===== src/rtl/cmp_pkg.sv =====
// Shared constants for the bit-serial magnitude comparator.
// State encoding and default operand width.
package cmp_pkg;

  localparam int WIDTH_DEF = 4;

  typedef enum logic {
    ST_IDLE = 1'b0,
    ST_SCAN = 1'b1
  } state_e;

endpackage


===== src/rtl/bit_cmp_cell.sv =====
// Single-bit magnitude compare cell.
// gt means bi > ai, lt means bi < ai.
module bit_cmp_cell (
  input  logic ai,
  input  logic bi,
  output logic gt,
  output logic lt,
  output logic eq
);

  assign gt = bi & ~ai;
  assign lt = ~bi & ai;
  assign eq = ai ~^ bi;

endmodule


===== src/rtl/serial_comparator.sv =====
// MSB-first bit-serial magnitude comparator with start/done handshake.
// Stops at the first differing bit; results held until the next start.
module serial_comparator
  import cmp_pkg::*;
#(
  parameter int WIDTH = WIDTH_DEF,
  parameter int CW    = $clog2(WIDTH)
) (
  input  logic          clk,
  input  logic          rst_n,
  input  logic          start,
  input  logic [WIDTH-1:0] a,
  input  logic [WIDTH-1:0] b,
  output logic          busy,
  output logic          done,
  output logic          x,
  output logic          y,
  output logic          z,
  output logic [CW:0]   cycles
);

  localparam logic [CW-1:0] IDX_MAX = CW'(WIDTH - 1);
  localparam logic [CW-1:0] IDX_ONE = CW'(1);
  localparam logic [CW:0]   CYC_ONE = (CW + 1)'(1);

  state_e           state_q, state_d;
  logic [WIDTH-1:0] sa_q, sa_d;
  logic [WIDTH-1:0] sb_q, sb_d;
  logic [CW-1:0]    idx_q, idx_d;
  logic [CW:0]      cycles_q, cycles_d;
  logic             busy_q, busy_d;
  logic             done_q, done_d;
  logic             x_q, x_d;
  logic             y_q, y_d;
  logic             z_q, z_d;

  logic gt, lt, eq;

  bit_cmp_cell u_msb (
    .ai (sa_q[WIDTH-1]),
    .bi (sb_q[WIDTH-1]),
    .gt (gt),
    .lt (lt),
    .eq (eq)
  );

  always_comb begin
    state_d  = state_q;
    sa_d     = sa_q;
    sb_d     = sb_q;
    idx_d    = idx_q;
    cycles_d = cycles_q;
    busy_d   = busy_q;
    done_d   = 1'b0;
    x_d      = x_q;
    y_d      = y_q;
    z_d      = z_q;
    unique case (state_q)
      ST_IDLE: begin
        if (start) begin
          sa_d     = a;
          sb_d     = b;
          idx_d    = IDX_MAX;
          cycles_d = '0;
          x_d      = 1'b0;
          y_d      = 1'b0;
          z_d      = 1'b0;
          busy_d   = 1'b1;
          state_d  = ST_SCAN;
        end
      end
      ST_SCAN: begin
        cycles_d = cycles_q + CYC_ONE;
        unique case (1'b1)
          gt: begin
            x_d     = 1'b1;
            done_d  = 1'b1;
            busy_d  = 1'b0;
            state_d = ST_IDLE;
          end
          lt: begin
            y_d     = 1'b1;
            done_d  = 1'b1;
            busy_d  = 1'b0;
            state_d = ST_IDLE;
          end
          (eq && idx_q == '0): begin
            z_d     = 1'b1;
            done_d  = 1'b1;
            busy_d  = 1'b0;
            state_d = ST_IDLE;
          end
          default: begin
            sa_d  = {sa_q[WIDTH-2:0], 1'b0};
            sb_d  = {sb_q[WIDTH-2:0], 1'b0};
            idx_d = idx_q - IDX_ONE;
          end
        endcase
      end
    endcase
  end

  always_ff @(posedge clk or negedge rst_n) begin
    if (!rst_n) begin
      state_q  <= ST_IDLE;
      sa_q     <= '0;
      sb_q     <= '0;
      idx_q    <= '0;
      cycles_q <= '0;
      busy_q   <= 1'b0;
      done_q   <= 1'b0;
      x_q      <= 1'b0;
      y_q      <= 1'b0;
      z_q      <= 1'b0;
    end else begin
      state_q  <= state_d;
      sa_q     <= sa_d;
      sb_q     <= sb_d;
      idx_q    <= idx_d;
      cycles_q <= cycles_d;
      busy_q   <= busy_d;
      done_q   <= done_d;
      x_q      <= x_d;
      y_q      <= y_d;
      z_q      <= z_d;
    end
  end

  assign busy   = busy_q;
  assign done   = done_q;
  assign x      = x_q;
  assign y      = y_q;
  assign z      = z_q;
  assign cycles = cycles_q;

endmodule


===== config.mk =====
export PLATFORM = sky130hd
export DESIGN_NAME = serial_comparator
export DESIGN_NICKNAME = d
export VERILOG_FILES = /design/src/rtl/cmp_pkg.sv /design/src/rtl/bit_cmp_cell.sv /design/src/rtl/serial_comparator.sv
export SDC_FILE = /design/constraint.sdc
export NUM_CORES = 1
export LEC_CHECK = 0
export ABC_AREA = 1
export BUFFER_PORTS_ARGS = -buffer_cell sky130_fd_sc_hd__clkbuf_2
export CAP_MARGIN = 20
export CORE_MARGIN = 2
export CORE_UTILIZATION = 40
export CTS_CLUSTER_SIZE = 20
export DETAILED_ROUTE_END_ITERATION = 12
export PLACE_DENSITY = 0.67
export SYNTH_ARGS = -nofsm -noshare
export SYNTH_HDL_FRONTEND = slang
export SYNTH_SLANG_ARGS = --single-unit
export TNS_END_PERCENT = 5

===== constraint.sdc =====
create_clock -name clk -period 1.3 [get_ports clk]
set_clock_uncertainty 0.2 [all_clocks]
set_input_delay 0.26 -clock clk [delete_from_list [all_inputs] [get_ports clk]]
set_output_delay 0.26 -clock clk [all_outputs]
set_load 0.01 [all_outputs]

==> impl_metrics.csv, run 1 <==
group,metric,value,unit
floorplanning,initial_core_util,42.9,%
layout,antenna_cells,0,
timing,finalCritPeriodShare,103,%
worst_setup_path,path_class,"reg2reg",
status,violations,"negative setup slack",
pwr,p_int,0.00166,W
pwr,p_leak,0.676,nW
detailed_routing,avgRoutedWirePerCell,10.6,µm
yosys,synthDistinctLibCells,15,
status,outcome,"finished, violations left",
timing,hold_viol,0,
floorplanning,die_area,0.00280,mm²
pwr,switching_share,44.1,%
worst_hold_path,hp-class,"in2reg",
floorplanning,num_rows,17,
timing,relSlewSlack,69.2,%
detailed_routing,wl,1800,µm
yosys,syn_nets,129,
global_route,grtUsageTotal,15.2,%
worst_setup_path,cp.arrival,1380,ps
worst_setup_path,r2r_cells,5,
cts,cts_max_level,1,
global_route,grt_antenna_before_repair,0,
layout,fin_util,53.7,%
floorplanning,dieHeight,53.0,µm
timing,max_freq,746,MHz
worst_setup_path,startpoint,"sa_q[3]$_DFFE_PN0P_",
timing,final-setup-viol-count,11,
worst_hold_path,hold_depth,5,
detailed_routing,detail_route.first_pass.iterations,4,
pwr,clkPwrFrac,10.1,%
worst_setup_path,end_kind,"flip-flop",
pwr,power_density,2470,mW/mm²
timing,worst_pin_slew,462,ps
yosys,syn_area_per_cell,8.41,µm²
layout,fin_nets,157,
global_route,overflow,0,
timing,period_minus_slack,1340,ps
placement,dp.cells,160,
timing,worst_slack,-41.4,ps
detailed_routing,ant_nets,0,
placement,dp_slack,-71.7,ps
cts,cts-root-buf,"clkbuf_4",
cts,clock_latency,300,ps
detailed_routing,avgViaCountPerCell,4.75,
run,max-cap-violations,0,
global_route,grt_max_degree,20,
floorplanning,io_pins,19,
cts,clock_path_buffers,2,
worst_hold_path,worstHoldStart,"b[1]",
worst_setup_path,critical_path_required,1340,ps
cts,post-cts-setup-buffers,0,
timing,maxSlewViolCount,0,
pwr,combPwrFrac,55.2,%
placement,dp_hpwl,1250,µm
worst_setup_path,crit_fanout,6,
layout,num-fill-cells,208,
worst_setup_path,rr_startpoint,"sa_q[3]$_DFFE_PN0P_",
placement,port-buffer-count,18,
worst_setup_path,cp-start-kind,"flip-flop",
layout,areaGrowthSynthToFinish,25.2,%
global_route,grt_pass1_wl,3130,µm
timing,finalSetupTns,-262,ps
detailed_routing,vias,803,
detailed_routing,drtIter0Drc,10,
yosys,mappedNetlistArea,958,µm²
floorplanning,die_w,53.0,µm
cts,clk_pin_slew,120,ps
pwr,p_seq_share,34.7,%
cts,cts_buffers,3,
floorplanning,core_area,0.00223,mm²
cts,clkSinkCount,19,
yosys,synth-seq-cells,19,
yosys,syn-instance-count,114,
layout,drive_above_1_share,27.0,%
yosys,ys_seq_area_share,49.6,%
cts,cts_tree,"built",
pwr,power.net_switching,0.00131,W
pwr,ir_drop,1.18,mV
global_route,grt_pass1_vias,782,
timing,rsz0062_at_grt,"yes",
layout,stdcell_count,169,
placement,gp_congestion,0.805,
detailed_routing,drc,0,
yosys,yosysWarnings,0,
final timing paths:
| path | to | slack, ps |
|---|---|---|
| worst max-delay path | idx_q[0]$_DFFE_PN0P_ | -40 |
| worst min-delay path | sb_q[1]$_DFFE_PN0P_ | 40 |
| worst max register to register | idx_q[0]$_DFFE_PN0P_ | -40 |
| worst min register to register | y$_DFFE_PN0P_ | 280 |
| max in group asynchronous | sa_q[0]$_DFFE_PN0P_ | 340 |
| min in group asynchronous | done$_DFF_PN0_ | 220 |
synthesized netlist by cell type:
library cell	instances	share of area, %
o21ai_0	1	0.52
ha_1	4	5.2
nand2_8	1	2.1
nor2_1	2	0.78
nand2_1	58	23
a21oi_1	1	0.52
nand2_4	1	1.2
buf_8	1	1.6
dfrtp_1	19	50
buf_6	2	2.3
nand3_4	1	1.8
nand3_1	11	5.7
inv_8	1	1.2
buf_4	1	0.78
inv_1	10	3.9
layout make-up:
| class | instances | area (µm²) | area share (%) |
|---|---|---|---|
| Clock buffer | 3 | 22.5 | 1.88 |
| Tap cell | 28 | 35.0 | 2.92 |
| Timing Repair Buffer | 25 | 163 | 13.6 |
| Sequential cell | 19 | 475 | 39.6 |
| Clock inverter | 1 | 5.00 | 0.417 |
| Multi-Input combinational cell | 82 | 448 | 37.3 |
| Inverter | 11 | 51.3 | 4.28 |
state kept, by name, indices dropped and copies added (netlist names):
register / flops
sb_q: 4
done: 1
sa_q: 4
z: 1
cycles: 3
busy: 1
x: 1
y: 1
idx_q: 2
state_q: 1
timing repair:
item	in CTS	in global routing
endpoints found under the hold margin	21	0
endpoints found under the setup margin	12	18
cloned	2	0
resized for setup	1	6
hold buffers	3	0
pin swaps	3	3
power by group through the flow:
stage	sequential [W]	clock, W	combinational, W
floorplan	0.00108	0	0.00105
global placement	0.00103	0	0.00142
detailed placement	0.00104	0	0.00145
CTS	0.00103	0.000299	0.00155
global route	0.00106	0.000326	0.00185
finish	0.00103	0.000300	0.00164
routing by layer:
metal | up-vias | part of all wire [%] | GRT usage (%)
li1 | 404 | - | -
met1 | 375 | 49 | 19.2
met2 | 20 | 46 | 25.6
met3 | 4 | 3.4 | 1.69
met4 | 0 | 1.7 | 7.69
met5 | - | 0 | 0
worst max-delay path, stage by stage (launching register included):
cell,delay (ps)
dfrtp_1,420
ha_4,320
nand3_4,120
nand2_4,110
nand2_1,60
nand2_1,50
logic make-up after synthesis:
group,synth area share (%)
DFF,49.6
buffers and inverters,9.79
AOI/OAI and AO/OA,1.04
and+or+nand+nor,34.3
adders and majority gates,5.22
placed cells by master, fill, tap and decap left out:
cell | Yosys | routed
nand2_1 | 58 | 56
dfrtp_1 | 19 | 19
clkbuf_2 | 0 | 18
nand3_1 | 11 | 11
inv_1 | 10 | 8
clkbuf_4 | 0 | 3
dlygate4sd3_1 | 0 | 3
buf_4 | 1 | 3
nand3_4 | 1 | 2
nand2_4 | 1 | 2
nor2_1 | 2 | 2
nand2_2 | 0 | 2
ha_1 | 4 | 2
ha_4 | 0 | 2
inv_2 | 0 | 1
inv_4 | 0 | 1
inv_8 | 1 | 1
nand2_8 | 1 | 1
o21ai_0 | 1 | 1
a21oi_1 | 1 | 1
clkinv_2 | 0 | 1
buf_12 | 0 | 1
stage by stage:
step / area, µm² / hold slack (ps) / power, W
detailed placement: 1090 / 37.1 / 0.00249
finish: 1200 / 41.1 / 0.00296
global route: 1200 / 60.0 / 0.00324
global placement: 1090 / 36.6 / 0.00245
CTS: 1170 / 43.8 / 0.00287
floorplan: 971 / -236 / 0.00212
Power figures use the tool's default switching activity.
==> inputs of run 2 (changes only) <==
--- a/config.mk
+++ b/config.mk
@@ -12,7 +12,7 @@
 export CORE_UTILIZATION = 40
 export CTS_CLUSTER_SIZE = 20
 export DETAILED_ROUTE_END_ITERATION = 12
-export PLACE_DENSITY = 0.67
+export PLACE_DENSITY_LB_ADDON = 0.2
 export SYNTH_ARGS = -nofsm -noshare
 export SYNTH_HDL_FRONTEND = slang
 export SYNTH_SLANG_ARGS = --single-unit
==> constraint.sdc (replaced) <==
create_clock -name clk -period 1.7 [get_ports clk]
set_clock_uncertainty 0.2 [all_clocks]
set_input_delay 0.34 -clock clk [delete_from_list [all_inputs] [get_ports clk]]
set_output_delay 0.34 -clock clk [all_outputs]
set_load 0.01 [all_outputs]
==> run 2 against run 1 <==
Effect of this change:
- the flow now finishes without violations
- register-to-register slack better by 250 ps
- cell count down 3.6%
- utilization down 4.9 points
==> impl_metrics.csv, run 2 (synthesis gave the netlist of run 1 again) <==
group,metric,value,unit
global_route,grt_antenna_before_repair,0,
placement,dp_hpwl,1210,µm
pwr,p_int,0.00112,W
status,outcome,"complete, no violations",
layout,antenna_cells,0,
timing,worst_slack,209,ps
layout,fin_util,48.9,%
pwr,power_density,1830,mW/mm²
cts,clock_latency,300,ps
timing,final-setup-viol-count,0,
cts,clk_pin_slew,110,ps
worst_setup_path,cp.arrival,1490,ps
cts,clock_path_buffers,2,
floorplanning,initial_core_util,42.9,%
detailed_routing,avgViaCountPerCell,4.52,
worst_hold_path,hp-class,"in2reg",
pwr,ir_drop,0.934,mV
detailed_routing,avgRoutedWirePerCell,10.2,µm
layout,areaGrowthSynthToFinish,13.8,%
placement,dp_slack,207,ps
pwr,p_seq_share,39.3,%
timing,worst_pin_slew,468,ps
timing,period_minus_slack,1490,ps
floorplanning,io_pins,19,
cts,cts_max_level,1,
layout,fin_nets,151,
worst_setup_path,end_kind,"flip-flop",
timing,max_freq,671,MHz
worst_setup_path,worst-path-stages,6,
worst_setup_path,critical_path_required,1700,ps
detailed_routing,vias,737,
pwr,power.net_switching,0.000874,W
layout,final_cell_mix,"58 x nand2_1, 19 x dfrtp_1, 18 x clkbuf_2",
worst_setup_path,crit_buf_inv,1,
layout,drive_above_1_share,20.7,%
pwr,switching_share,43.8,%
placement,gp_congestion,0.775,
timing,relSlewSlack,68.8,%
global_route,grt_pass1_vias,685,
worst_setup_path,cp-start-kind,"flip-flop",
worst_setup_path,startpoint,"sb_q[3]$_DFFE_PN0P_",
detailed_routing,ant_nets,0,
worst_setup_path,crit_family,"simple AND/OR/NAND/NOR gates",
detailed_routing,drtIter0Drc,6,
floorplanning,die_area,0.00280,mm²
pwr,power,0.00200,W
run,max-cap-violations,0,
worst_setup_path,crit_top_cell,"nand2_1",
timing,finalSetupTns,0,ps
pwr,combPwrFrac,49.3,%
worst_setup_path,crit_fanout,11,
worst_setup_path,r2r-end,"sb_q[3]$_DFFE_PN0P_",
worst_setup_path,path_class,"reg2reg",
global_route,grt_pass1_wl,2860,µm
detailed_routing,detail_route.first_pass.iterations,4,
floorplanning,core_area,0.00223,mm²
detailed_routing,drc,0,
floorplanning,num_rows,17,
worst_setup_path,r2r_cells,6,
timing,hold_viol,0,
worst_setup_path,reg2reg_slack,210,ps
timing,finalCritPeriodShare,87.7,%
worst_setup_path,rr_startpoint,"sb_q[3]$_DFFE_PN0P_",
worst_setup_path,crit_end,"sb_q[3]$_DFFE_PN0P_",
cts,cts-root-buf,"clkbuf_4",
placement,port-buffer-count,18,
timing,holdWs,33.8,ps
worst_setup_path,crit_path_cell_trace,"inv_1, ha_1, nand3_4, nand2_4, nand2_1, nand2_1",
floorplanning,dieHeight,53.0,µm
pwr,clkPwrFrac,11.4,%
detailed_routing,wl,1660,µm
timing,rsz0062_at_grt,"no",
timing,maxSlewViolCount,0,
cts,cts_buffers,3,
layout,final_common_cell,"nand2_1",
pwr,p_leak,0.643,nW
cts,cts_tree,"built",
cts,post-cts-setup-buffers,0,
global_route,grtUsageTotal,14.5,%
floorplanning,die_w,53.0,µm
worst_setup_path,cpPeakStageDelay,380,ps
worst_setup_path,slowest_stage,"dfrtp_1",
cts,clkSinkCount,19,
global_route,overflow,0,
global_route,grt_max_degree,20,
run 2: cell types whose count changed in the layout (fill, tap and decap cells not counted):
cell / before / now
ha_1: 2 / 4
inv_1: 8 / 10
inv_2: 1 / 0
buf_12: 1 / 0
dlygate4sd3_1: 3 / 1
inv_4: 1 / 0
nand2_4: 2 / 1
nand3_4: 2 / 1
buf_4: 3 / 2
ha_4: 2 / 0
nand2_1: 56 / 58
nand2_2: 2 / 0
run 2: per-stage QoR:
step | instance area (µm²) | cells
6_report | 1090 | 163
5_1_grt | 1090 | 163
4_1_cts | 1090 | 163
3_5_place_dp | 1050 | 158
3_3_place_gp | 1050 | 158
2_1_floorplan | 958 | 114
run 2: worst min-delay path by stage:
stage	cells after the start	end	start	slack [ps]
final	3	sb_q[0]$_DFFE_PN0P_	b[0]	30
after CTS	3	sb_q[0]$_DFFE_PN0P_	b[0]	20
after floorplan	0	busy$_DFFE_PN0P_	rst_n	-160
after global placement	1	cycles[0]$_DFFE_PN0P_	rst_n	120
after global routing	3	sb_q[0]$_DFFE_PN0P_	b[0]	20
after detailed placement	1	cycles[0]$_DFFE_PN0P_	rst_n	120
run 2: power by group through the flow:
stage / Clock, W / Sequential [W] / Combinational [W]
floorplan: 0 / 0.000815 / 0.000773
global placement: 0 / 0.000788 / 0.000985
detailed placement: 0 / 0.000794 / 0.00100
CTS: 0.000242 / 0.000785 / 0.00100
global route: 0.000256 / 0.000814 / 0.00114
finish: 0.000228 / 0.000785 / 0.000984
run 2: area by class of cell:
cell class,count,area [µm²]
clock buffers,3,22.5
clock inverters,1,5.00
fillers,227,1140
inverters,11,48.8
multi-input cells,80,389
flip-flops and latches,19,475
well taps,28,35.0
repair buffers,21,115
run 2: metal layers:
layer / global-route usage [%] / vias up / part of all wire [%]
li1: - / 392 / -
met1: 16.7 / 331 / 48
met2: 24.0 / 12 / 47
met3: 5.08 / 2 / 4.0
met4: 6.41 / 0 / 0.96
met5: 0 / - / 0
run 2: timing repair:
action / 4_1_cts / 5_1_grt
setup endpoints to repair: 0 / 0
hold endpoints to repair: 19 / 0
hold buffers: 1 / 0
resized for setup: 0 / 0
run 2: tightest hold or removal path, stage by stage:
cell	delay [ps]
clkbuf_2	70
nand2_1	40
nand2_1	50
